==> config.mk <==
export PLATFORM = sky130hd
export DESIGN_NAME = ascii_hex_codec
export DESIGN_NICKNAME = d
export VERILOG_FILES = /design/src/rtl/ascii_hex_pkg.sv /design/src/rtl/ascii_hex_tx.sv /design/src/rtl/ascii_hex_codec.sv
export SDC_FILE = /design/constraint.sdc
export NUM_CORES = 1
export LEC_CHECK = 0
export CAP_MARGIN = 20
export CORE_MARGIN = 1.5
export CORE_UTILIZATION = 40
export DETAILED_ROUTE_END_ITERATION = 8
export DONT_BUFFER_PORTS = 1
export GPL_TIMING_DRIVEN = 0
export RECOVER_POWER = 50
export SLEW_MARGIN = 15
export SYNTH_ARGS = -nofsm -noshare
export SYNTH_HDL_FRONTEND = slang
export SYNTH_SLANG_ARGS = --single-unit
==> constraint.sdc <==
create_clock -name clk -period 6.1 [get_ports clk]
set_input_delay 0.915 -clock clk [delete_from_list [all_inputs] [get_ports clk]]
set_output_delay 0.915 -clock clk [all_outputs]
set_load 0.005 [all_outputs]
==> src/rtl/ascii_hex_pkg.sv <==
`default_nettype none
// +----------------------------------------------------------------------------+
// | Module   : ascii_hex_pkg                                                   |
// | Purpose  : ASCII constants, transmit state type and nibble/ASCII helpers   |
// | Revision : 1.0  initial release                                            |
// +----------------------------------------------------------------------------+
package ascii_hex_pkg;

  localparam logic [7:0] ASCII_0  = 8'h30;
  localparam logic [7:0] ASCII_UA = 8'h41;
  localparam logic [7:0] ASCII_LA = 8'h61;
  localparam logic [7:0] ASCII_CR = 8'h0D;
  localparam logic [7:0] ASCII_LF = 8'h0A;

  typedef enum logic [1:0] {
    TX_IDLE = 2'd0,
    TX_DIG  = 2'd1,
    TX_CR   = 2'd2
  } tx_state_t;

  // Returns {valid, nibble}; letters have low nibble 1..6, so +9 gives 10..15.
  function automatic logic [4:0] ascii2nib(input logic [7:0] c);
    logic [4:0] res;
    res = 5'b0;
    if (c >= ASCII_0 && c <= 8'h39) begin
      res = {1'b1, c[3:0]};
    end else if ((c >= ASCII_UA && c <= 8'h46) || (c >= ASCII_LA && c <= 8'h66)) begin
      res = {1'b1, c[3:0] + 4'd9};
    end
    return res;
  endfunction

  function automatic logic [7:0] nib2ascii(input logic [3:0] nib, input logic upper);
    logic [7:0] res;
    if (nib < 4'd10) begin
      res = ASCII_0 + {4'h0, nib};
    end else begin
      res = (upper ? ASCII_UA : ASCII_LA) + {4'h0, nib} - 8'd10;
    end
    return res;
  endfunction

endpackage
`default_nettype wire

==> src/rtl/ascii_hex_tx.sv <==
`default_nettype none
// +----------------------------------------------------------------------------+
// | Module   : ascii_hex_tx                                                    |
// | Purpose  : Sends a latched word as hex digits, MSB first, optional CR      |
// | Revision : 1.0  initial release                                            |
// +----------------------------------------------------------------------------+
module ascii_hex_tx
  import ascii_hex_pkg::*;
#(
  parameter int DATA_W    = 32,
  parameter int APPEND_CR = 1
) (
  input  logic              clk,
  input  logic              rst_n,
  input  logic [DATA_W-1:0] tx_word,
  input  logic              tx_word_valid,
  output logic              tx_word_ready,
  input  logic              tx_upper,
  output logic [7:0]        tx_char,
  output logic              tx_char_valid,
  input  logic              tx_char_ready
);

  localparam int NDIG  = DATA_W / 4;
  localparam int IDX_W = (NDIG > 1) ? $clog2(NDIG) : 1;
  localparam logic [IDX_W-1:0] C_LAST_IDX = IDX_W'(NDIG - 1);

  tx_state_t         r_state;
  tx_state_t         w_state_nxt;
  logic [DATA_W-1:0] r_word;
  logic              r_upper;
  logic [IDX_W-1:0]  r_idx;
  logic [3:0]        w_nib;

  assign w_nib = r_word[{r_idx, 2'b00} +: 4];

  always_ff @(posedge clk or negedge rst_n) begin
    if (!rst_n) begin
      r_state <= TX_IDLE;
    end else begin
      r_state <= w_state_nxt;
    end
  end

  always_comb begin
    w_state_nxt   = r_state;
    tx_char       = ASCII_0;
    tx_char_valid = 1'b0;
    tx_word_ready = 1'b0;
    case (r_state)
      TX_IDLE: begin
        tx_word_ready = 1'b1;
        if (tx_word_valid) begin
          w_state_nxt = TX_DIG;
        end
      end
      TX_DIG: begin
        tx_char_valid = 1'b1;
        tx_char       = nib2ascii(w_nib, r_upper);
        if (tx_char_ready && r_idx == '0) begin
          w_state_nxt = (APPEND_CR != 0) ? TX_CR : TX_IDLE;
        end
      end
      TX_CR: begin
        tx_char_valid = 1'b1;
        tx_char       = ASCII_CR;
        if (tx_char_ready) begin
          w_state_nxt = TX_IDLE;
        end
      end
      default: w_state_nxt = TX_IDLE;
    endcase
  end

  always_ff @(posedge clk or negedge rst_n) begin
    if (!rst_n) begin
      r_word  <= '0;
      r_upper <= 1'b0;
      r_idx   <= '0;
    end else if (r_state == TX_IDLE && tx_word_valid) begin
      r_word  <= tx_word;
      r_upper <= tx_upper;
      r_idx   <= C_LAST_IDX;
    end else if (r_state == TX_DIG && tx_char_ready && r_idx != '0) begin
      r_idx <= r_idx - 1'b1;
    end
  end

endmodule
`default_nettype wire

==> src/rtl/ascii_hex_codec.sv <==
`default_nettype none
// +----------------------------------------------------------------------------+
// | Module   : ascii_hex_codec                                                 |
// | Purpose  : ASCII hex text <-> binary word codec (receiver + transmitter)   |
// | Revision : 1.0  initial release                                            |
// +----------------------------------------------------------------------------+
module ascii_hex_codec
  import ascii_hex_pkg::*;
#(
  parameter int DATA_W    = 32,
  parameter int APPEND_CR = 1
) (
  input  logic              clk,
  input  logic              rst_n,
  input  logic [7:0]        rx_char,
  input  logic              rx_char_valid,
  output logic [DATA_W-1:0] rx_word,
  output logic              rx_word_valid,
  output logic              rx_err,
  input  logic [DATA_W-1:0] tx_word,
  input  logic              tx_word_valid,
  output logic              tx_word_ready,
  input  logic              tx_upper,
  output logic [7:0]        tx_char,
  output logic              tx_char_valid,
  input  logic              tx_char_ready
);

  localparam int NDIG  = DATA_W / 4;
  localparam int CNT_W = $clog2(NDIG + 1);
  localparam logic [CNT_W-1:0] C_LAST_CNT = CNT_W'(NDIG - 1);

  logic [DATA_W-1:0] r_acc;
  logic [CNT_W-1:0]  r_cnt;
  logic [4:0]        w_dec;
  logic [DATA_W-1:0] w_shift;

  assign w_dec = ascii2nib(rx_char);

  generate
    if (NDIG > 1) begin : g_shift_multi
      assign w_shift = {r_acc[DATA_W-5:0], w_dec[3:0]};
    end else begin : g_shift_single
      assign w_shift = w_dec[3:0];
    end
  endgenerate

  // The accumulator stays right-aligned, so an early CR can publish it as-is.
  always_ff @(posedge clk or negedge rst_n) begin
    if (!rst_n) begin
      r_acc         <= '0;
      r_cnt         <= '0;
      rx_word       <= '0;
      rx_word_valid <= 1'b0;
      rx_err        <= 1'b0;
    end else begin
      rx_word_valid <= 1'b0;
      rx_err        <= 1'b0;
      if (rx_char_valid) begin
        if (w_dec[4]) begin
          if (r_cnt == C_LAST_CNT) begin
            rx_word       <= w_shift;
            rx_word_valid <= 1'b1;
            r_acc         <= '0;
            r_cnt         <= '0;
          end else begin
            r_acc <= w_shift;
            r_cnt <= r_cnt + 1'b1;
          end
        end else if (rx_char == ASCII_CR) begin
          if (r_cnt != '0) begin
            rx_word       <= r_acc;
            rx_word_valid <= 1'b1;
            r_acc         <= '0;
            r_cnt         <= '0;
          end
        end else if (rx_char != ASCII_LF) begin
          rx_err <= 1'b1;
          r_acc  <= '0;
          r_cnt  <= '0;
        end
      end
    end
  end

  ascii_hex_tx #(
    .DATA_W    (DATA_W),
    .APPEND_CR (APPEND_CR)
  ) u_tx (
    .clk           (clk),
    .rst_n         (rst_n),
    .tx_word       (tx_word),
    .tx_word_valid (tx_word_valid),
    .tx_word_ready (tx_word_ready),
    .tx_upper      (tx_upper),
    .tx_char       (tx_char),
    .tx_char_valid (tx_char_valid),
    .tx_char_ready (tx_char_ready)
  );

endmodule
`default_nettype wire

======== After elaboration in Yosys (flattened, before gate mapping) ========
Cells that the tools add are included.
operators by class
  $add $sub $neg .......................... 6
  order comparisons ....................... 7
  equal/unequal tests ..................... 10
  shifts and indexed selects .............. 1
  muxes and demuxes ....................... 36
  reductions and logical operators ........ 20
operators by type and width
  cell                                                            count
  two-way mux 32 bit                                              9
  indexed part select 32 x 6 -> 4 bit                             1
  two-way mux 4 bit                                               5
  >= comparator 8 x 7 -> 1 bit, second input constant             2
  less-or-equal comparator 8 x 7 -> 1 bit, second input constant  2
  one-hot mux 8 bit (2 select lines)                              1
  two-way mux 1 bit                                               11
  two-way mux 5 bit                                               2
  adder 8 x 4 -> 8 bit                                            1
  == test 8 x 4 -> 1 bit, second input constant                   1
  >= comparator 8 x 6 -> 1 bit, second input constant             1
  less-or-equal comparator 8 x 6 -> 1 bit, second input constant  1
  two-way mux 8 bit                                               1
  inequality test 8 x 4 -> 1 bit, second input constant           1
  subtractor 8 x 4 -> 8 bit, second input constant                1
  adder 6 x 4 -> 7 bit, first input constant                      1
  logical AND 1 bit                                               7
  two-way mux 2 bit                                               3
  two-way mux 3 bit                                               2
  two-way mux 6 bit                                               1
  one-hot mux 2 bit (3 select lines)                              1
  AND reduction 3 bit                                             2
  nonzero test 2 bit                                              3
  nonzero test 3 bit                                              2
  16 further kinds                                                18
word-level totals
  bits in registers ....................... 108
  input bits .............................. 46
  output and inout port bits .............. 44

======== Logic depth before layout (Yosys ltp) ========
Gate-level depths: netlist of run 1.
  depth in word-level cells ............... 7
  mapped depth ............................ 10

======== Modules after synthesis ========
From an unflattened synthesis of run 1, not the netlist that was laid out.
unflattened totals
  cells, all modules ...................... 390
  area, all modules ....................... 5331.4 sq um
modules (own cells, without submodules)
  module           times used  cells each  area an instance (sq um)
  ascii_hex_codec  1           248         3383.2
  ascii_hex_tx     1           142         1948.1

======== Least setup slack after synthesis of run 1 ========
No wires, ideal clock.
  path kind ............................... register -> output
  from .................................... register u_tx.r_idx[0]
  to ...................................... output tx_char[0]
  arrival time ............................ 2.011 ns
  data required time ...................... 5.185 ns
  setup slack ............................. 3.174 ns
  stages on the path, launching flop included .. 7
  buffers on the path ..................... 1
  cells stage by stage .................... dfrtp_1 > buf_2 > mux4_2 > mux2i_2 > a21boi_0 > or3_1 > nand3_1
between the ends
  word-level cells in the longest chain between the ends .. 5
RTL lines
  element                                  line                   RTL
  from (decl)                              ascii_hex_tx.sv:32     logic [IDX_W-1:0] r_idx;
  from (signal assigned)                   ascii_hex_tx.sv:85     r_idx <= r_idx - 1'b1;
  indexed part select 32 x 6 -> 4 bit (*)  ascii_hex_tx.sv:35     assign w_nib = r_word[{r_idx, 2'b00} +: 4];
  adder 8 x 4 -> 8 bit                     ascii_hex_pkg.sv:38    res = (upper ? ASCII_UA : ASCII_LA) + {4'h0, nib} - 8'd10;
  subtractor 8 x 4 -> 8 bit                ascii_hex_pkg.sv:38
  two-way mux 8 bit (*)                    ascii_hex_pkg.sv:35    if (nib < 4'd10) begin
  one-hot mux 8 bit (2 select lines) (*)   ascii_hex_tx.sv:50     case (r_state)
  to (decl)                                ascii_hex_codec.sv:24  output logic [7:0] tx_char,
Mark *: on every way between the ends. The rest lies on a longest branch, timed or not.

======== Worst setup path after layout of run 1 ========
Same ends and word-level chain as after synthesis.

==> results of run 1 <==
## critical path, delay by kind of cell, from the launching register on
family / cells / cell delay [ns]
flip-flops: 1 / 0.32
AO/OA/AOI/OAI: 1 / 0.33
AND/OR/NAND/NOR: 2 / 0.55
buffers and inverters: 1 / 0.25
multiplexers: 2 / 0.92
## cell usage after synthesis (all sizes together)
cell,n,area share (%)
a211o,1,0.17
a211oi,1,0.14
a21boi,2,0.36
a21oi,9,0.85
a221oi,1,0.17
a22o,32,5.3
a31oi,3,0.36
a41oi,1,0.17
and3,3,0.36
and4,2,0.33
buf,14,2.3
clkbuf,8,0.57
conb,1,0.071
dfrtp,108,51
ha,12,2.8
inv,14,1.0
mux2,96,22
mux2i,4,0.83
mux4,8,3.4
nand2,14,1.0
nand2b,2,0.24
nand3,5,0.47
nand3b,1,0.14
nand4,1,0.12
nor2,7,0.50
nor2b,3,0.36
nor3,5,0.57
nor3b,2,0.28
nor4,1,0.12
nor4bb,1,0.19
o211ai,2,0.28
o21a,3,0.43
o21ai,8,0.76
o21ba,1,0.19
o2bb2ai,1,0.17
o31ai,3,0.43
or3,2,0.24
or4b,1,0.19
xnor2,2,0.33
## power groups by stage
stage / clock network, W / logic (W) / registers, W
global placement: 0 / 0.000530 / 0.000913
detailed placement: 0 / 0.000552 / 0.000923
global route: 0.000613 / 0.000600 / 0.000925
finish: 0.000567 / 0.000553 / 0.000909
CTS: 0.000584 / 0.000555 / 0.000909
floorplan: 0 / 0.000454 / 0.000898
## layout make-up
| type | instances | area (µm²) |
|---|---|---|
| well taps | 172 | 215 |
| multi-input cells | 241 | 2370 |
| plain buffers | 22 | 154 |
| clock buffers | 10 | 229 |
| fillers | 1213 | 6950 |
| flip-flops and latches | 108 | 2700 |
| clock inverters | 4 | 52.6 |
| inverters | 14 | 52.6 |
## layout by cell type, fill, tap and decap left out, types with 3 or more instances in the layout
cell type / n
a21oi_1: 9
a22o_1: 32
a31oi_1: 3
and3_1: 3
buf_12: 3
buf_2: 9
clkbuf_1: 9
clkbuf_16: 9
dfrtp_1: 108
ha_1: 12
inv_1: 14
mux2_2: 68
mux2_4: 28
mux2i_1: 3
mux4_2: 8
nand2_1: 14
nand3_1: 5
nor2_1: 7
nor2b_1: 3
nor3_1: 4
o21a_1: 3
o21ai_0: 7
o31ai_1: 3
## sequential cells by signal, indices dropped and copies added, names as in the netlist
signal,flops
rx_err,1
u_tx.r_upper,1
u_tx.r_word,32
rx_word_valid,1
r_acc,32
u_tx.r_state,2
r_cnt,4
u_tx.r_idx,3
rx_word,32
## cell families after synthesis
kind of cell | count (synthesis)
XOR/XNOR | 2
AND/OR/NAND/NOR | 50
AO/OA/AOI/OAI | 68
buffers and inverters | 36
other | 1
flip-flops | 108
multiplexers | 108
adder cells (fa/ha/maj) | 12
## through the flow
step / hold slack [ns] / cell area (µm²) / power (W) / instances
finish: 0.262 / 5770 / 0.00203 / 571
global route: 0.246 / 5770 / 0.00214 / 571
CTS: 0.246 / 5770 / 0.00205 / 571
detailed placement: 0.485 / 5490 / 0.00148 / 557
global placement: 0.480 / 5490 / 0.00144 / 557
floorplan: 0.467 / 5280 / 0.00135 / 385
## layer usage
layer / wire length, µm / up-vias / track usage [%]
li1: - / 1433 / -
met1: 5130 / 1587 / 22.2
met2: 4830 / 69 / 23.1
met3: 520 / 13 / 4.12
met4: 210 / 0 / 6.40
met5: 0 / - / 0
## final timing paths
check | from | to | slack [ns] | cells after the start
setup / recovery | u_tx.r_idx[0] | tx_char[0] | 2.47 | 6
hold / removal | rst_n | rx_word[3] | 0.26 | 0
setup reg to reg | r_cnt[0] | r_acc[22] | 3.52 | 8
hold reg to reg | u_tx.r_word[25] | u_tx.r_word[25] | 0.50 | 1
max in group asynchronous | rst_n | u_tx.r_state[1] | 5.63 | 0
min in group clk | u_tx.r_word[25] | u_tx.r_word[25] | 0.50 | 1
==> flow_summary.json, run 1 <==
{
  "seqPwrFrac_pct": 44.8,
  "timing.final.ws_setup_ns": 2.47,
  "startpoint_type": "flip-flop",
  "die_w_um": 118,
  "vias_per_cell": 5.43,
  "critPathArrivalTime_ns": 2.72,
  "grt_pass1_vias": 3216,
  "cts_tree": "yes",
  "synth_cell_types": 47,
  "p_clk_share_pct": 28.0,
  "clockBufferDepth": 2,
  "fin_nets": 454,
  "hold_viol": 0,
  "power_switching_share_pct": 28.9,
  "die_area_um2": 13900,
  "dp_hpwl_um": 7380,
  "yosys.area_share.adder_pct": 2.85,
  "drv_slew": 0,
  "cp_cell_sequence": "buf_2 > mux4_2 > mux2i_2 > a21boi_0 > or3_1 > nand3_1",
  "required_ns": 5.18,
  "intPower_w": 0.00144,
  "grt_pass1_wl_um": 17100,
  "synth_cells": 385,
  "gr-total-overflow": 0,
  "grt_max_degree": 109,
  "combPwrFrac_pct": 27.2,
  "slowest_delay_ns": 0.56,
  "synth_nets": 443,
  "finalWirelength_um": 10700,
  "ant_nets": 0,
  "maxCapViolCount": 0,
  "grt_usage_pct": 15.8,
  "fp.dieH_um": 118,
  "synth.avg_cell_area_um2": 13.7,
  "cts_buffers": 9,
  "end_kind": "output port",
  "cts_sinks": 108,
  "status": "finished clean",
  "post-place-ws_ns": 2.84,
  "relSlewSlack_pct": 47.7,
  "finClkSkew_ns": 0.00623,
  "path_max_fanout": 8,
  "cts_setup_buffers": 0,
  "clock_latency_ns": 0.35,
  "synth_top_family_by_area": "multiplexers",
  "vias": 3102,
  "wire_per_inst_um": 18.7,
  "synth_compound_area_share_pct": 9.77,
  "worstMarginPinSlew_ns": 0.785,
  "drive_above_1_share_pct": 33.8,
  "design.core.area_um2": 12700,
  "post_cts_resized": 0,
  "ys_warn_count": 0,
  "cts_root_buf": "clkbuf_16",
  "powerDensity_nw_per_um2": 352,
  "syn2layout_area_growth_pct": 9.42,
  "io_pins": 90,
  "rows": 41,
  "synth-seq-cells": 108,
  "syn_area_um2": 5280,
  "switchingPower_w": 0.000586,
  "min_path_type": "input port to async pin",
  "setup_viol": 0,
  "cts.clk_slew.worst_paths_ns": 0.07,
  "p_leak_nw": 2.63,
  "holdBufCountCts": 0,
  "synth-simple-area-share_pct": 5.10,
  "start_util_pct": 41.5,
  "max_freq_mhz": 275,
  "synthXorXnorAreaFrac_pct": 0.332,
  "rsz0062_at_grt": "false",
  "drt_pass1_iterations": 4,
  "cts_htree_levels": 3,
  "io_buffers": 0,
  "fin_setup_tns_ns": 0,
  "vdd_ir_drop_max_v": 0.000109,
  "antenna_found_initial": 0,
  "timing_worst_setup_path_type": "flip-flop to output port",
  "n_antenna_cell": 0,
  "drc_errors": 0,
  "drtIter0Drc": 182,
  "muxShareOfSynthArea_pct": 26.7,
  "crit_path_top_delay_cell": "mux4_2",
  "min_period_over_period_pct": 59.6,
  "postLayoutCoreUtil_pct": 45.4,
  "ys_seq_area_share_pct": 51.2,
  "min_period_ns": 3.63,
  "globalplace.congestion": 0.765
}
Note: power is estimated with default switching activity, not from simulation.
==> inputs of run 2 (changes only) <==
==> constraint.sdc (replaced) <==
create_clock -name clk -period 2.95 [get_ports clk]
set_input_delay 0.4425 -clock clk [delete_from_list [all_inputs] [get_ports clk]]
set_output_delay 0.4425 -clock clk [all_outputs]
set_load 0.005 [all_outputs]
==> flow_summary.json, run 2 (synthesis gave the netlist of run 1 again) <==
{
  "cts.clk_slew.worst_paths_ns": 0.07,
  "startpoint_type": "flip-flop",
  "clockBufferDepth": 2,
  "required_ns": 2.51,
  "power_switching_share_pct": 29.1,
  "maxCapViolCount": 0,
  "drtIter0Drc": 173,
  "min_period_ns": 2.82,
  "critPathArrivalTime_ns": 2.38,
  "reg2regPathDepth": 8,
  "status": "finished with violations",
  "holdWs_ns": -0.210,
  "fp.dieH_um": 118,
  "top_regs": "r_acc (32), rx_word (32), u_tx.r_word (32)",
  "drv_slew": 0,
  "rsz0062_at_grt": "false",
  "setup_viol": 0,
  "die_w_um": 118,
  "post-place-ws_ns": 0.167,
  "grt_pass1_wl_um": 17100,
  "timing_worst_setup_path_type": "flip-flop to output port",
  "intPower_w": 0.00308,
  "cts_root_buf": "clkbuf_16",
  "drc_errors": 0,
  "max_freq_mhz": 355,
  "grt_pass1_vias": 3215,
  "min_path_type": "input port to async pin",
  "worstMarginPinSlew_ns": 0.732,
  "syn2layout_area_growth_pct": 11.1,
  "layout_common_cells": "dfrtp_1, mux2_2, a22o_1",
  "grt_max_degree": 109,
  "io_pins": 90,
  "finalWirelength_um": 10700,
  "wire_per_inst_um": 18.6,
  "vias": 3127,
  "gr-total-overflow": 0,
  "cts_buffers": 9,
  "n_antenna_cell": 0,
  "ant_nets": 0,
  "end_kind": "output port",
  "relSlewSlack_pct": 51.2,
  "fin_setup_tns_ns": 0,
  "p_clk_share_pct": 27.0,
  "cts_sinks": 108,
  "grt_usage_pct": 15.8,
  "vias_per_cell": 5.43,
  "rows": 41,
  "min_period_over_period_pct": 95.6,
  "ff2ff_setup_slack_ns": 0.37,
  "place_area_um2": 5490,
  "hold_viol": 108,
  "drt_pass1_iterations": 4,
  "regToRegEndpoint": "r_acc[22]",
  "start_util_pct": 41.5,
  "vdd_ir_drop_max_v": 0.000227,
  "fin_nets": 459,
  "die_area_um2": 13900,
  "design.core.area_um2": 12700,
  "rr_startpoint": "r_cnt[0]",
  "drive_above_1_share_pct": 35.4,
  "clock_latency_ns": 0.35,
  "cts_tree": "yes",
  "combPwrFrac_pct": 29.7,
  "dp_hpwl_um": 7380,
  "finClkSkew_ns": 0.00617,
  "path_max_fanout": 7,
  "final_area_um2": 5860,
  "io_buffers": 0,
  "antenna_found_initial": 0,
  "powerDensity_nw_per_um2": 742,
  "globalplace.congestion": 0.765,
  "cts_htree_levels": 3,
  "p_leak_nw": 2.65,
  "timing.final.ws_setup_ns": 0.131,
  "layout_commonest_cell": "dfrtp_1",
  "seqPwrFrac_pct": 43.3,
  "violations": "negative hold slack",
  "switchingPower_w": 0.00126
}
[run 2: cell types whose count changed in the layout (fill, tap and decap cells not counted), moves of 2 or more]
cell and change:
mux2i_4 +3, buf_2 -2, buf_4 +6, mux2i_1 -2
[run 2: cell type report]
class | count | area [µm²]
fill | 1203 | 6860
sequential | 108 | 2700
multi-input combinational | 241 | 2400
clock buffer | 10 | 229
tap | 172 | 215
buffer | 22 | 166
clock inverter | 4 | 52.6
inverter | 14 | 52.6
timing repair buffer | 5 | 37.5
[run 2: timing repair]
item,4_1_cts,5_1_grt
gates resized for setup,6,5
buffers inserted,0,5
pin swaps,0,0
endpoints found under the hold margin,108,108
setup endpoints to repair,2,2
[run 2: power groups by stage]
stage	clock, W	sequential [W]	combinational [W]
after floorplan	0	0.00186	0.000940
after global placement	0	0.00189	0.00110
after detailed placement	0	0.00191	0.00114
after CTS	0.00121	0.00188	0.00120
after global routing	0.00127	0.00191	0.00140
final	0.00117	0.00188	0.00129
[run 2: through the flow]
stage | total power (W) | cells | util, %
after floorplan | 0.00280 | 385 | -
after global placement | 0.00298 | 557 | 43.2
after detailed placement | 0.00305 | 557 | 43.2
after CTS | 0.00428 | 571 | 45.5
after global routing | 0.00458 | 576 | 46.0
final | 0.00435 | 576 | 46.0
[run 2: how the worst max path moves through the flow]
stage                  startpoint  slack (ns)    endpoint  cells after the start
floorplan           u_tx.r_idx[0]        0.50  tx_char[0]                      6
global placement    u_tx.r_idx[0]        0.25  tx_char[0]                      6
detailed placement  u_tx.r_idx[0]        0.17  tx_char[0]                      6
finish              u_tx.r_idx[2]        0.13  tx_char[0]                      6
global route        u_tx.r_idx[2]        0.04  tx_char[0]                      6
CTS                 u_tx.r_idx[2]        0.02  tx_char[0]                      6
[run 2: critical path, cell delays in order, from the launching register on]
cell      delay [ns]
dfrtp_1         0.36
buf_8           0.13
mux4_2          0.51
mux2_2          0.32
a21boi_1        0.20
or3_1           0.41
nand3_1         0.11
[run 2: metal layers]
layer / part of all wire, % / GRT usage (%) / vias up
li1: - / - / 1446
met1: 49 / 22.2 / 1604
met2: 45 / 23.1 / 64
met3: 4.2 / 4.12 / 13
met4: 2.0 / 6.40 / 0
met5: 0 / 0 / -
==> inputs of run 3 (changes only) <==
==> constraint.sdc (replaced) <==
create_clock -name clk -period 3.4 [get_ports clk]
set_input_delay 0.51 -clock clk [delete_from_list [all_inputs] [get_ports clk]]
set_output_delay 0.51 -clock clk [all_outputs]
set_load 0.005 [all_outputs]
==> flow_summary.json, run 3 (synthesis gave the netlist of run 1 again) <==
{
  "status": "finished with violations",
  "violations": "max-capacitance violations, max-slew violations",
  "cts_buffers": 9,
  "min_path_type": "input port to flip-flop",
  "drt_pass1_iterations": 4,
  "grt_pass1_vias": 3213,
  "globalplace.congestion": 0.765,
  "top_regs": "r_acc (32), rx_word (32), u_tx.r_word (32)",
  "drc_errors": 0,
  "clock_latency_ns": 0.35,
  "layout_commonest_cell": "dfrtp_1",
  "timing.final.ws_setup_ns": 0.173,
  "n_antenna_cell": 0,
  "cts_sinks": 108,
  "grt_usage_pct": 15.8,
  "fp.dieH_um": 118,
  "post-place-ws_ns": 0.550,
  "wire_per_inst_um": 18.8,
  "gr-total-overflow": 0,
  "cts_setup_buffers": 0,
  "dp_hpwl_um": 7380,
  "setup_viol": 0,
  "required_ns": 2.89,
  "ant_nets": 0,
  "drtIter0Drc": 155,
  "finalWirelength_um": 10700,
  "cp_cell_sequence": "buf_2 > mux4_2 > mux2i_2 > a21boi_0 > or3_1 > nand3_1",
  "cts_root_buf": "clkbuf_16",
  "slowest_delay_ns": 0.56,
  "cts_tree": "yes",
  "vdd_ir_drop_max_v": 0.000196,
  "drive_above_1_share_pct": 34.0,
  "powerDensity_nw_per_um2": 635,
  "crit_path_top_delay_cell": "mux4_2",
  "grt_pass1_wl_um": 17100,
  "design.core.area_um2": 12700,
  "fin_nets": 455,
  "clockBufferDepth": 2,
  "drv_slew": 109,
  "fillers": 1212,
  "startpoint_type": "flip-flop",
  "worstMarginPinSlew_ns": 2.67,
  "vias": 3115,
  "hold_viol": 0,
  "io_pins": 90,
  "grt_max_degree": 109,
  "relSlewSlack_pct": -77.8,
  "antenna_found_initial": 0,
  "rsz0062_at_grt": "false",
  "timing_worst_setup_path_type": "flip-flop to output port",
  "path_max_fanout": 8,
  "finClkSkew_ns": 0.00698,
  "p_leak_nw": 2.63,
  "die_w_um": 118,
  "io_buffers": 0,
  "cts.clk_slew.worst_paths_ns": 0.07,
  "rows": 41,
  "end_kind": "output port",
  "layout_common_cells": "dfrtp_1, mux2_2, a22o_1",
  "max_freq_mhz": 310,
  "vias_per_cell": 5.45,
  "die_area_um2": 13900,
  "maxCapViolCount": 1,
  "start_util_pct": 41.5,
  "syn2layout_area_growth_pct": 9.51,
  "cts_htree_levels": 3,
  "fin_setup_tns_ns": 0,
  "critPathArrivalTime_ns": 2.72,
  "min_period_ns": 3.23,
  "min_period_over_period_pct": 94.9
}
## run 3: changes by cell type in the layout (fill, tap and decap cells not counted)
cell / delta
buf_4: -6
mux2i_4: -3
buf_2: +2
mux2i_1: +2
a21boi_0: +1
a21boi_1: -1
buf_8: -1
clkbuf_2: +1
ha_1: +1
ha_2: -1
mux2i_2: +1
## run 3: cell type report
class / instances / area [µm²] / area share (%)
multi-input cells: 241 / 2370 / 41.0
well taps: 172 / 215 / 3.73
repair buffers: 1 / 5.00 / 0.0866
clock buffers: 10 / 229 / 3.96
inverters: 14 / 52.6 / 0.910
flip-flops and latches: 108 / 2700 / 46.8
plain buffers: 22 / 154 / 2.66
clock inverters: 4 / 52.6 / 0.910
## run 3: worst max-delay path, delay by kind of cell (launching register included)
kind / cells / cell delay (ns)
AO/OA/AOI/OAI: 1 / 0.33
buffers and inverters: 1 / 0.25
flip-flops: 1 / 0.32
multiplexers: 2 / 0.92
AND/OR/NAND/NOR: 2 / 0.55
## run 3: through the flow
step	cell area, µm²	total power (W)	utilization [%]	cells	hold WS [ns]
after floorplan	5280	0.00243	-	385	0.214
after global placement	5490	0.00259	43.2	557	0.219
after detailed placement	5490	0.00265	43.2	557	0.218
after CTS	5800	0.00370	45.6	572	0.129
after global routing	5780	0.00387	45.4	572	0.292
final	5780	0.00367	45.4	572	0.308
## run 3: report_power, final
part	switching, W	total [W]	leakage (nW)	internal, W
Clock	0.000454	0.00102	0.138	0.000565
Sequential	0.000119	0.00163	1.41	0.00151
Combinational	0.000505	0.00102	1.08	0.000512
Total	0.00108	0.00367	2.63	0.00259
## run 3: path summary, 6_finish.rpt
kind | startpoint | end | slack (ns) | depth (start not counted)
max in group asynchronous | rst_n | r_acc[2] | 0.84 | 1
min | tx_word[20] | u_tx.r_word[20] | 0.31 | 1
max reg2reg | r_cnt[0] | r_cnt[3] | 0.80 | 9
max | u_tx.r_idx[0] | tx_char[0] | 0.17 | 6
min in group asynchronous | rst_n | rx_word[19] | 0.99 | 1
min reg2reg | u_tx.r_word[25] | u_tx.r_word[25] | 0.50 | 1
## run 3: per-layer routing
layer  share of wire [%]  vias up  GRT usage [%]  routed length (µm)
met1                  47     1596           22.5                5090
met5                   0        -              0                   0
li1                    -     1434              -                   -
met2                  46       72           23.1                4900
met3                 4.9       13           4.12                 531
met4                 2.0        0           6.40                 210
## run 3: repair_timing
action                                 in CTS  in global routing
hold buffers                                1                  0
resized for setup                           0                  0
endpoints found under the hold margin     108                  0
==> variant 1: new RTL, settings of run 2 <==
`DATA_W` is set to 32 in 2 places; all go to 64.
--- a/src/rtl/ascii_hex_tx.sv
+++ b/src/rtl/ascii_hex_tx.sv
@@ -7,7 +7,7 @@
 module ascii_hex_tx
   import ascii_hex_pkg::*;
 #(
-  parameter int DATA_W    = 32,
+  parameter int DATA_W    = 64,
   parameter int APPEND_CR = 1
 ) (
   input  logic              clk,
--- a/src/rtl/ascii_hex_codec.sv
+++ b/src/rtl/ascii_hex_codec.sv
@@ -7,7 +7,7 @@
 module ascii_hex_codec
   import ascii_hex_pkg::*;
 #(
-  parameter int DATA_W    = 32,
+  parameter int DATA_W    = 64,
   parameter int APPEND_CR = 1
 ) (
   input  logic              clk,
Interface: changed (resized rx_word and tx_word); port bits go from 90 to 154. The function was not compared with the original's and may differ.
==> variant 1 against run 2 <==
  * The run ends with negative hold slack, negative setup slack left
  * Sequential cell count grew 98
  * Maximum frequency is 6.2% lower
  * Combinational power up 82%
  * Synthesized area grew 82%
  * Wire length up 95%
  * Worst setup slack worse by 0.19 ns
  * Critical path depth grew 2
  * Count of clock-buffer cells in the layout up 24
  * Design area rose by 87%
  * Power increased by 100%
  * First-iteration DRC count grew 64%
  * Core utilization grew 0.56 points
  * Critical path type unchanged
==> variant 1: results (changes against run 2) <==
Layout
  – FILL cells: 2,080 (+73%)
  – Final net count: 790 (+72%)
  – Top Registers: r_acc x64, rx_word x64, u_tx.r_word x64
  – Layout cells sized above 1: 0.4874 (+0.1334)

STA
  – Hold_ws: -0.3794 ns (-0.1690 ns)
  – Slew @ Worst Pin: 0.7197 ns (-0.01279 ns)
  – Skew final: 0.01690 ns (+0.01073 ns)
  – Final worst setup slack: -0.05459 ns (-0.1853 ns)
  – Final setup fails: 7 (+7)
  – Final hold vios: 206 (+91%)

Placed design
  – DP Worst Slack: 0.1917 ns (+0.02441 ns)
  – Final HPWL DP: 14,310 µm (+94%)
  – Routability cong.: 0.7852 (+2.7%)

Setup path
  – CP delay by family, top: compound AO/OA/AOI/OAI gates
  – Crit path max fanout: 8 (+1)
  – Crit path arrival time: 2.56 ns (+0.18 ns)
  – Worst reg2reg endpoint: r_acc[37]

CTS
  – CTS max path bufs: 3 (+1)
  – Worst-Skew Late Latency: 0.52 ns (+0.17 ns)
  – CTS buffer count: 24 (+15)
  – Max H-tree Level: 1 (-2)

Drt
  – Vias per cell: 5.451 (+0.41%)
  – DR WL/cell: 20.28 µm (+8.7%)
  – DR iter-0 viols: 284 (+64%)

Global route
  – Gr usage total: 0.1682 (+0.01064)
  – First-pass GRT wire length: 32,780 µm (+92%)
  – Number of global-route vias before repair: 5,988 (+86%)

Yosys
  – Netlist cell types: 60 (+28%)
  – Syn nets: 757 (+71%)
  – Post-synthesis sequential area ratio: 0.5376 (+0.02524)

Run status
  – Status: finished, violations left
  – Failing checks: negative hold slack, negative setup slack
[variant 1: cell types whose count changed after synthesis, moves of 10 or more]
cell / before / now
buf_6: 1 / 20
nand2_1: 14 / 24
a22o_1: 32 / 16
mux2_4: 28 / 0
dfrtp_1: 108 / 206
mux2_2: 68 / 193
a22o_2: 0 / 45
[variant 1: what timing repair did]
item                       in CTS  in global routing
hold endpoints to repair      206                206
setup buffers                   5                  3
resized for setup              15                 16
setup endpoints to repair       7                 37
pin swaps                       6                  7
[variant 1: per-layer routing]
| metal | share of wire | GRT usage | up-vias | wire, µm |
|---|---|---|---|---|
| met5 | 0.00052 | 0 | - | 11 |
| met4 | 0.026 | 0.05256 | 2 | 549 |
| met3 | 0.077 | 0.05064 | 41 | 1607 |
| li1 | - | - | 2543 | - |
| met1 | 0.41 | 0.2085 | 2888 | 8651 |
| met2 | 0.48 | 0.2813 | 168 | 10160 |
[variant 1: cell type report]
class	instances	area [µm²]	share of cell area
clock inverters	5	92.59	0.008463
inverters	15	56.30	0.005146
diodes	2	5.005	0.0004575
flip-flops and latches	206	5155	0.4712
plain buffers	42	346.6	0.03168
well taps	319	399.1	0.03648
repair buffers	8	67.56	0.006176
multi-input cells	404	4130	0.3775
clock buffers	34	688.2	0.06290
[variant 1: worst max path at each step]
stage,cells after the start,start,slack [ns],endpoint
floorplan,8,u_tx.r_idx[0],0.52,tx_char[6]
global placement,8,r_cnt[0],0.21,r_acc[46]
detailed placement,8,rx_char[1],0.19,rx_word[22]
CTS,8,u_tx.r_idx[0],-0.1,tx_char[6]
global route,8,u_tx.r_idx[0],-0.12,tx_char[6]
finish,8,u_tx.r_idx[0],-0.05,tx_char[6]
[variant 1: cell families (layout without fill, tap and decap cells)]
group / Yosys count / after routing / share of synthesized area
DFF: 206 / 206 / 0.5376
buffers and inverters: 58 / 104 / 0.03993
other: 1 / 3 / 0.0003911
muxes: 214 / 214 / 0.2681
adders and majority gates: 11 / 11 / 0.01435
xor gates and xnor gates: 3 / 3 / 0.002741
and+or+nand+nor: 64 / 64 / 0.03562
AOI/OAI and AO/OA: 111 / 111 / 0.1013
[variant 1: where the power goes]
part | internal [mW] | switching [mW]
Clock | 1.79 | 1.14
Combinational | 1.29 | 1.07
Sequential | 3.32 | 0.247
[variant 1: through the flow]
step / TNS (ns) / instances / instance area, µm² / power [mW] / hold WS (ns)
6_report: -0.2238 / 1035 / 10940 / 8.851 / -0.3794
4_1_cts: -0.5297 / 1030 / 10880 / 8.795 / -0.4005
5_1_grt: -0.8178 / 1034 / 10940 / 9.274 / -0.4029
2_1_floorplan: 0 / 668 / 9589 / 5.111 / 0.1469
3_3_place_gp: 0 / 987 / 9988 / 5.447 / 0.1518
3_5_place_dp: 0 / 987 / 9988 / 5.568 / 0.1519
==> variant 2: new RTL, config.mk and constraints of run 2 <==
Made on the original files. Compare `r_cnt` against `C_LAST_CNT` with >= in place of ==.
--- a/src/rtl/ascii_hex_codec.sv
+++ b/src/rtl/ascii_hex_codec.sv
@@ -58,7 +58,7 @@
       rx_err        <= 1'b0;
       if (rx_char_valid) begin
         if (w_dec[4]) begin
-          if (r_cnt == C_LAST_CNT) begin
+          if (r_cnt >= C_LAST_CNT) begin
             rx_word       <= w_shift;
             rx_word_valid <= 1'b1;
             r_acc         <= '0;
Function: no difference found for any inputs over 4 cycles, from zero or initial values and one cycle with rst_n low; that may be too few to reach the edited logic, so the function may still have changed.
==> variant 2 against run 2 <==
  * The run still ends with negative hold slack left
  * Combinational power rose by 7%
  * Power up 3.3%
  * Wire length is 1.8% lower
  * Synthesized area up 1.9%
  * Via count shrank 1.5%
  * Sequential cell count did not move
  * Design area rose by 2.2%
  * Clock skew fell by 0.0016 ns
  * Worst setup slack better by 0.018 ns
  * Critical path type unchanged
  * Largest power group unchanged
==> variant 2: results (changes against run 2) <==
Global route
  – Gr usage total: 0.1588 (+0.001244)
  – Number of global-route vias before repair: 3,198 (-0.53%)
  – First-pass GRT wire length: 17,370 µm (+1.8%)
  – Initial antenna violation count: 0 (unchanged)
  – Largest net degree at the start of global routing: 109 (unchanged)

Pwr
  – Net Sw Power: 1.324 mW (+4.9%)
  – Peak supply drop: 0.0003085 V (+36%)
  – P_leak: 2.771 nW (+4.4%)

STA
  – Setup_tns: 0 ns (unchanged)
  – Skew final: 0.004520 ns (-0.001648 ns)
  – Slew @ Worst Pin: 0.6727 ns (-0.05982 ns)
  – Hold_ws: -0.2158 ns (-0.005373 ns)
  – Final hold vios: 108 (unchanged)

Setup path
  – CP delay by family, top: multiplexers
  – R2r setup slk: approximately 0.36 ns
  – Max stage delay on crit path: 0.53 ns (+0.02 ns)
  – Crit path arrival time: 2.36 ns (-0.02 ns)
  – Crit path max fanout: 5 (-2)
  – Reg2Reg Depth: 8 (unchanged)
  – Worst reg2reg endpoint: r_acc[27]

Layout
  – Final net count: 453 (-1.3%)
  – Layout cells sized above 1: 0.3650 (+0.01104)
  – Top Registers: r_acc x32, rx_word x32, u_tx.r_word x32
  – FILL cells: 1,183 (-1.7%)

CTS
  – Worst-Skew Late Latency: 0.35 ns (about the same)
  – Max H-tree Level: 3 (unchanged)
  – Clock transition at path regs: 0.07 ns (about the same)
  – CTS max path bufs: 2 (unchanged)
  – CTS buffer count: 9 (unchanged)

Yosys
  – Syn nets: 437 (-1.4%)
  – Synth top cells by count: dfrtp_1 (108), mux2_4 (54), mux2_2 (40), a22o_1 (35), inv_1 (17)
  – Synth async-reset ratio: 1.000 (unchanged)
  – Post-synthesis sequential area ratio: 0.5030 (-0.009306)
  – Area contributors post-synth: dfrtp_1 (50%), mux2_4 (15%), mux2_2 (8.4%), a22o_1 (5.7%), mux4_2 (3.4%)
  – Netlist cell types: 44 (-6.4%)

Run status
  – Failing checks: negative hold slack
  – Status: finished, violations left

Min path
  – Worst hold-check path type: primary input to async pin

Placed design
  – Port Buffer Count: 0 (unchanged)
  – Final HPWL DP: 7166 µm (-2.9%)
  – Routability cong.: 0.7795 (+1.9%)
  – DP Worst Slack: 0.08074 ns (-0.08655 ns)

Drt
  – Total number of vias: 3,081 (-1.5%)
  – DR iter-0 viols: 143 (-17%)
  – WL final: 10,550 µm (-1.8%)
==> variant 2: cell count changes in the layout (fill, tap and decap cells not counted), moves of 2 or more <==
cell	change
buf_2	-3
nand3_1	-5
mux2i_1	+2
buf_6	+6
a21oi_1	-2
nand2_1	-4
mux2_2	-28
mux2_4	+26
inv_1	+3
a31oi_1	+2
buf_12	-3
and4_1	-2
a22o_1	+3
==> variant 2: cell type report <==
type | count | area share
Buffer | 20 | 0.02257
Clock buffer | 12 | 0.04117
Clock inverter | 4 | 0.008150
Inverter | 17 | 0.01066
Multi-Input combinational cell | 233 | 0.4219
Sequential cell | 108 | 0.4516
Tap cell | 176 | 0.03678
Timing Repair Buffer | 6 | 0.007106
==> variant 2: logic make-up (layout without fill, tap and decap cells) <==
family	after synthesis	in the layout	synth area share
compound gates	71	71	0.1062
xor+xnor	2	2	0.003261
fa+ha+maj	12	12	0.02795
buf+inv	38	59	0.03656
flops	108	108	0.5030
mux	109	109	0.2813
other cells	1	1	0.0006980
simple gates	38	38	0.04099
==> variant 2: worst max path at each step <==
stage / slack [ns] / cells past startpoint / startpoint / to
4_1_cts: 0.01 / 8 / u_tx.r_idx[0] / tx_char[2]
3_5_place_dp: 0.08 / 8 / u_tx.r_idx[2] / tx_char[2]
3_3_place_gp: 0.09 / 8 / u_tx.r_idx[2] / tx_char[2]
5_1_grt: 0.03 / 8 / u_tx.r_idx[0] / tx_char[2]
2_1_floorplan: 0.32 / 8 / u_tx.r_idx[0] / tx_char[2]
6_report: 0.15 / 8 / u_tx.r_idx[0] / tx_char[2]
==> variant 2: metal layers <==
metal	track usage	wire length, µm
met5	0	0
met4	0.07304	208
met3	0.04310	516
met2	0.2351	4876
met1	0.2182	4952
==> variant 2: what timing repair did <==
item                                   in CTS  in global routing
cloned                                      1                  0
pin swaps                                   0                  3
endpoints found under the hold margin     108                108
gates resized for setup                     7                  5
setup endpoints to repair                   4                  4
buffers inserted                            1                  4
==> variant 2: power groups by stage <==
stage	Sequential, mW	Clock (mW)	Combinational [mW]
floorplan	1.85	0	0.975
global placement	1.89	0	1.13
detailed placement	1.90	0	1.16
CTS	1.89	1.25	1.25
global route	1.92	1.31	1.51
finish	1.89	1.22	1.38
==> variant 2: metrics by stage <==
stage          instance area [µm²]  instances
6_report                      5987        576
3_3_place_gp                  5593        555
5_1_grt                       5987        576
2_1_floorplan                 5373        379
3_5_place_dp                  5593        555
4_1_cts                       5929        572
